$ cat src/rtl/wb_sb_pkg.sv
// wb_sb_pkg: shared constants for the LC-3b writeback scoreboard.
package wb_sb_pkg;
  localparam int SB_CNT_W = 2;
  localparam int SB_NUM_REGS = 8;
  localparam int SR_CS_LD_CC = 3;
  localparam int SR_CS_LD_REG = 2;
  localparam int SR_CS_VALUEMUX_HI = 1;
  localparam int SR_CS_VALUEMUX_LO = 0;
  typedef enum logic [1:0] {
    VM_ADDR = 2'd0,
    VM_DATA = 2'd1,
    VM_NPC  = 2'd2,
    VM_ALU  = 2'd3
  } valuemux_e;
endpackage

$ cat src/rtl/wb_sb_counter.sv
// wb_sb_counter: saturating up/down pending-write counter with overflow/underflow event flags.
import wb_sb_pkg::*;

module wb_sb_counter #(
  parameter int CNT_W = SB_CNT_W
) (
  input  logic             clk,
  input  logic             rst_n,
  input  logic             inc,
  input  logic             dec,
  output logic [CNT_W-1:0] count,
  output logic             ovf,
  output logic             udf
);
  localparam logic [CNT_W-1:0] MAX = '1;
  assign ovf = inc & ~dec & (count == MAX);
  assign udf = dec & ~inc & (count == '0);
  always_ff @(posedge clk)
    if (!rst_n) count <= '0;
    else if (inc & ~dec & ~ovf) count <= count + 1'b1;
    else if (dec & ~inc & ~udf) count <= count - 1'b1;
endmodule

$ cat src/rtl/wb_scoreboard.sv
// wb_scoreboard: register/CC dependency tracker raising DE stalls for LC-3b.
// WB_SCOREBOARD_BYPASS_EN releases a stall in the retire cycle itself.
import wb_sb_pkg::*;

module wb_scoreboard #(
  parameter int CNT_W = SB_CNT_W,
  parameter int NUM_REGS = SB_NUM_REGS
) (
  input  logic                clk,
  input  logic                rst_n,
  input  logic                issue_v,
  input  logic                issue_ld_reg,
  input  logic                issue_ld_cc,
  input  logic [2:0]          issue_drid,
  input  logic [2:0]          de_sr1,
  input  logic                de_sr1_needed,
  input  logic [2:0]          de_sr2,
  input  logic                de_sr2_needed,
  input  logic                de_br_op,
  input  logic                de_v,
  input  logic                v_sr_ld_reg,
  input  logic                v_sr_ld_cc,
  input  logic [2:0]          sr_drid,
  output logic                dep_stall,
  output logic                cc_stall,
  output logic [NUM_REGS-1:0] reg_pending,
  output logic                cc_pending,
  output logic                err_overflow,
  output logic                err_underflow
);
  // index NUM_REGS is the condition-code counter
  logic [NUM_REGS:0] inc, dec, ovf, udf, pend;
  logic [CNT_W-1:0] cnt [NUM_REGS+1];
  for (genvar i = 0; i <= NUM_REGS; i++) begin : g_cnt
    if (i < NUM_REGS) begin : g_reg
      assign inc[i] = issue_v & issue_ld_reg & (issue_drid == 3'(i));
      assign dec[i] = v_sr_ld_reg & (sr_drid == 3'(i));
      assign reg_pending[i] = |cnt[i];
    end else begin : g_cc
      assign inc[i] = issue_v & issue_ld_cc;
      assign dec[i] = v_sr_ld_cc;
    end
`ifdef WB_SCOREBOARD_BYPASS_EN
    assign pend[i] = (|cnt[i]) & ~((cnt[i] == CNT_W'(1)) & dec[i]);
`else
    assign pend[i] = |cnt[i];
`endif
    wb_sb_counter #(.CNT_W(CNT_W)) u_cnt (
      .clk(clk), .rst_n(rst_n), .inc(inc[i]), .dec(dec[i]),
      .count(cnt[i]), .ovf(ovf[i]), .udf(udf[i])
    );
  end
  assign cc_pending = |cnt[NUM_REGS];
  assign dep_stall = de_v & ((de_sr1_needed & pend[de_sr1]) | (de_sr2_needed & pend[de_sr2]));
  assign cc_stall = de_v & de_br_op & pend[NUM_REGS];
  always_ff @(posedge clk)
    if (!rst_n) begin
      err_overflow <= 1'b0;
      err_underflow <= 1'b0;
    end else begin
      err_overflow <= err_overflow | (|ovf);
      err_underflow <= err_underflow | (|udf);
    end
endmodule

$ cat config.mk
export PLATFORM = sky130hd
export DESIGN_NAME = wb_scoreboard
export DESIGN_NICKNAME = d
export VERILOG_FILES = /design/src/rtl/wb_sb_pkg.sv /design/src/rtl/wb_sb_counter.sv /design/src/rtl/wb_scoreboard.sv
export SDC_FILE = /design/constraint.sdc
export NUM_CORES = 1
export LEC_CHECK = 0
export ABC_AREA = 0
export BUFFER_PORTS_ARGS = -buffer_cell sky130_fd_sc_hd__buf_4
export CAP_MARGIN = 30
export CORE_AREA = 4 4 55 77
export DETAILED_ROUTE_END_ITERATION = 8
export DIE_AREA = 0 0 59 81
export PLACE_DENSITY = 0.73
export SLEW_MARGIN = 20
export SYNTH_ARGS = -nofsm -noshare
export SYNTH_HDL_FRONTEND = slang
export SYNTH_SLANG_ARGS = --single-unit
$ cat constraint.sdc
create_clock -name clk -period 2.8 [get_ports clk]
set_clock_uncertainty 0.05 [all_clocks]
set_input_delay 0.28 -clock clk [delete_from_list [all_inputs] [get_ports clk]]
set_output_delay 0.28 -clock clk [all_outputs]
set_load 0.01 [all_outputs]
==> out/results.ini, run 1 <==
[die]
die_area_mm2=0.00478
std_cell_rows=26
die_h_um=81
start_util_pct=43.8
coreArea_mm2=0.00358
ios=36
die_x_um=59

[global_routing]
grt_pass1_wl_mm=6.64
gr-total-overflow=0
groute.usage.overall_pct=17.7
antenna_found_initial=0
first_global_vias=1481
grt_max_degree=17

[routing]
initialDrtViolationCount=86
vias_per_cell=5.72
wl_per_cell_um=13.8
ant_nets=0
drt_pass1_iterations=4
drcViolationCount=0
drt-total-wl_mm=3.94
via_count=1635

[worst_setup_path]
critical_path_class=reg -> out
r2r-start=g_cnt[1].u_cnt.count[0]
required_ns=2.47
ff2ff_path_depth=5
cp_max_fo=6
cp.arrival_ns=1.85
r2r_slack_ns=1.47
crit_path_end_kind=output pin
endpoint=dep_stall
cp-startpoint=g_cnt[7].u_cnt.count[1]
timing.rr.end=err_underflow
crit_path_start_kind=register

[synthesis]
ys_seq_area_share_pct=25.5
synth_top_area_share_pct=25.5
synthDistinctLibCells=48
yosysWarnings=0
ys.flop_type=dfxtp_1
async_reset_ff_share_pct=0
synth.area.top_cells=dfxtp_1 (26%), a21oi_1 (8.3%), nand2_1 (6.9%)
synth_nets=241
synth-edff-count=0
yosysTopAreaCell=dfxtp_1
yosysMostFrequentCell=nand2_1
syn-cell-area_mm2=0.00157
avgSynthCellArea_um2=7.19
synthCells=218
synth_common_cells=nand2_1 (29), a21oi_1 (26), dfxtp_1 (20), nor2_1 (15)
synth.ff_latch_count=20

[clock_network]
cts_resized=0
clk_pin_slew_ns=0.07
cts.sinks=20
cts_tree=yes
clockBufferDepth=2
cts-htree-levels=1
cts_hold_buf=0
clock_latency_ns=0.25
cts_setup_buffers=0
cts_buffers=3
cts_root_buffer=clkbuf_8

[power_and_ir_drop]
power_density_mw_per_mm2=328
vdd_ir_drop_max_mv=0.258
p_leak_nw=0.728

[timing]
fin_ws_ns=0.616
relSlewSlack_pct=62.9
worstMarginPinSlew_ns=0.557
period_needed_ns=2.18
hold_viol_final=0
max_freq_ghz=0.458
finalSetupViolations=0
fin_crit_sh_pct=78.0
maxSlewViolCount=0
finalSetupTns_ns=0
rsz0062_at_grt=false

[cells_and_area]
area_growth_pct=17.8
diodes=0
fin_nets=269
fin_area_mm2=0.00185
drive_above_1_share_pct=20.5

[placement]
port_buffers=35
pre_cts_slack_ns=0.899
globalplace.congestion=0.811
dp_hpwl_mm=3.14
postPlaceCellArea_mm2=0.00181

[flow_run]
max_cap_violations=0

[worst_hold_path]
min_path_cells=2
hold_class=in -> reg

[run_status]
status=completed

## per-layer routing
layer / share of wire [%] / routed length [µm] / track usage, %
met3: 5.6 / 219 / 2.54
met5: 0 / 0 / 0
met2: 52 / 2060 / 31.3
met1: 41 / 1620 / 21.6
met4: 0.79 / 31 / 5.90
## registers in the layout, summed over array words and instances, names as in the netlist
name and count:
g_cnt.u_cnt.count 18, err_overflow 1, err_underflow 1
## layout by cell type, fill, tap and decap left out, drive strengths merged, types with 2 or more instances in the layout
cell type,n
nor3,14
o21a,6
nand4,3
mux4,2
a31oi,3
a21oi,26
o22ai,3
nand4b,2
or2,6
nand3,14
inv,9
nand2,29
o21ai,14
and3,3
buf,35
nor2b,3
clkbuf,3
or3,5
nor2,15
and4bb,2
nor3b,3
nand2b,4
a21o,3
dfxtp,20
## final cells by class
type,instances,area [µm²]
Clock buffer,3,41.3
Sequential cell,20,400
Tap cell,42,52.6
Fill cell,381,1730
Inverter,9,33.8
Multi-Input combinational cell,177,1060
Timing Repair Buffer,35,263
## report_power, final
group	internal [mW]	switching (mW)	total [mW]
Sequential	0.289	0.00565	0.295
Clock	0.0957	0.0911	0.187
Combinational	0.0594	0.0643	0.124
Total	0.444	0.161	0.605
## worst min-delay path by stage
stage	start	end	slack, ns
2_1_floorplan	rst_n	g_cnt[7].u_cnt.count[0]	0.35
3_3_place_gp	g_cnt[1].u_cnt.count[1]	g_cnt[1].u_cnt.count[1]	0.43
3_5_place_dp	g_cnt[8].u_cnt.count[1]	g_cnt[8].u_cnt.count[1]	0.44
4_1_cts	rst_n	g_cnt[2].u_cnt.count[0]	0.23
5_1_grt	rst_n	g_cnt[2].u_cnt.count[0]	0.24
6_report	rst_n	g_cnt[2].u_cnt.count[0]	0.23
## through the flow
| step | util, % | power, mW | instances | hold WS (ns) |
|---|---|---|---|---|
| 3_5_place_dp | 50.5 | 0.425 | 283 | 0.444 |
| 5_1_grt | 51.6 | 0.643 | 286 | 0.241 |
| 3_3_place_gp | 50.5 | 0.424 | 283 | 0.432 |
| 2_1_floorplan | - | 0.380 | 218 | 0.347 |
| 4_1_cts | 51.6 | 0.611 | 286 | 0.235 |
| 6_report | 51.6 | 0.605 | 286 | 0.234 |
## critical path: stages, from the launching register on
cell     delay (ns)
dfxtp_1        0.36
nor2_1         0.26
a21oi_1        0.11
mux4_2         0.47
a22oi_1        0.19
nor2b_1        0.06
buf_4          0.14
## kinds of logic after synthesis
group / synth area share, %
DFF: 25.5
AOI/OAI and AO/OA: 27.1
muxes: 3.51
xor gates and xnor gates: 0.559
and+or+nand+nor: 36.2
buffers and inverters: 7.10
(Power assumes the default switching activity.)
==> run 2, diff against run 1 <==
- PLACE_DENSITY: 0.73 -> 0.76
- clock period: 2.8 -> 1.91 ns (I/O delays scaled with it)
==> run 2 against run 1 <==
Compared with the run above:
- the run now ends with negative setup slack left
- sequential power is 43% higher
- utilization increased by 6.1 points
- sequential cell count did not move
- critical endpoint unchanged
- largest cell class unchanged
- largest power group is now the clock network
- highest routed layer unchanged
==> out/results.ini, run 2 (same netlist as run 1, synthesis figures left out) <==
[clock_network]
cts.sinks=20
cts_hold_buf=0
clockBufferDepth=2
cts_buffers=3
clk_pin_slew_ns=0.08
cts-htree-levels=1
cts_tree=yes
cts_root_buffer=clkbuf_8
clock_latency_ns=0.27

[worst_setup_path]
critical_path_class=reg -> out
max_stage_delay_ns=0.48
cp_top_family=multiplexers
cp-startpoint=g_cnt[4].u_cnt.count[0]
path_cells=nor3_2 -> a21oi_1 -> mux4_2 -> a22oi_2 -> nor2b_1 -> buf_4
crit_path_start_kind=register
r2r-start=g_cnt[4].u_cnt.count[1]
endpoint=dep_stall
cp.depth=6
ff2ff_path_depth=5
crit_path_end_kind=output pin
r2r_slack_ns=0.53
timing.rr.end=err_underflow
cp_max_fo=3
cp.arrival_ns=1.71
critPathBufInv=1
cpMaxStageDelayCell=mux4_2
required_ns=1.67

[die]
coreArea_mm2=0.00358
die_h_um=81
die_x_um=59
start_util_pct=43.8
die_area_mm2=0.00478
std_cell_rows=26
ios=36

[cells_and_area]
mostFrequentLayoutCells=buf_4 (47), nand2_1 (29), a21oi_1 (26), nand3_1 (14), o21ai_0 (12)
top_regs=g_cnt.u_cnt.count x18, err_overflow x1, err_underflow x1
regMostFlops=g_cnt.u_cnt.count
area_growth_pct=31.7
diodes=0
largest_reg_flops=18
mostFrequentLayoutCell=buf_4
final_core_util_pct=57.7
drive_above_1_share_pct=33.5
fin_cells=299
fin_nets=281
fin_area_mm2=0.00206

[placement]
postPlaceCellArea_mm2=0.00184
dp_hpwl_mm=3.29
globalplace.congestion=0.834
pre_cts_slack_ns=0.127
dp_cells=288
port_buffers=35

[routing]
via_count=1745
drt-total-wl_mm=4.36
drt_pass1_iterations=5
drcViolationCount=0
wl_per_cell_um=14.6
ant_nets=0
vias_per_cell=5.84
initialDrtViolationCount=76

[global_routing]
first_global_vias=1614
grtUsageMet3_pct=2.70
grt_pass1_wl_mm=7.07
globalRouteMet1Util_pct=21.5
grt_max_degree=17
groute.usage.overall_pct=19.3
antenna_found_initial=0
use_met2_pct=35.0
gr-total-overflow=0
busiest_layer=met2

[timing]
worstMarginPinSlew_ns=0.556
rsz0062_at_grt=true
max_freq_ghz=0.513
maxSlewViolCount=0
hold_viol_final=0
period_needed_ns=1.95
whs_ns=0.118
fin_ws_ns=-0.0394
relSlewSlack_pct=62.9
finalSetupViolations=1
finalSetupTns_ns=-0.0394
fin_crit_sh_pct=102

[power_and_ir_drop]
vdd_ir_drop_max_mv=0.326
p_leak_nw=0.838
power_mw=1.06
power_density_mw_per_mm2=512

[worst_hold_path]
hold_class=in -> reg

[run_status]
failed_checks=negative setup slack
status=complete, but fails checks

[flow_run]
max_cap_violations=0

==> run 2: changes by cell type in the layout (fill, tap and decap cells not counted), sizes merged <==
cell,delta
bufinv,+1
buf,+12
==> run 2: cell type report <==
class | instances | area [µm²]
timing repair buffer | 47 | 353
fill | 353 | 1510
sequential | 20 | 433
clock buffer | 3 | 41.3
tap | 42 | 52.6
clock inverter | 1 | 30.0
inverter | 9 | 33.8
multi-input combinational | 177 | 1120
==> run 2: worst min-delay path by stage <==
stage,end,depth (start not counted),from
detailed placement,g_cnt[7].u_cnt.count[0],2,rst_n
finish,g_cnt[4].u_cnt.count[0],2,rst_n
floorplan,g_cnt[7].u_cnt.count[0],1,rst_n
global route,g_cnt[7].u_cnt.count[0],2,rst_n
global placement,g_cnt[7].u_cnt.count[0],2,rst_n
CTS,g_cnt[4].u_cnt.count[0],2,rst_n
==> run 2: power breakdown <==
group          switching, mW  total, mW  internal, mW  leakage (nW)
Combinational          0.102      0.197        0.0949         0.632
Sequential           0.00723      0.422         0.415         0.170
Clock                  0.158      0.438         0.280        0.0357
Total                  0.267       1.06         0.790         0.838
==> run 2: metal layers <==
layer | share of wire (%) | wire, µm
met4 | 3.3 | 145
met1 | 40 | 1750
met2 | 52 | 2260
met3 | 4.7 | 206
met5 | 0 | 0
==> run 2: repair_timing <==
item / 4_1_cts / 5_1_grt
setup endpoints to repair: 1 / 1
buffers inserted: 7 / 0
pin swaps: 7 / 0
resized for setup: 31 / 3
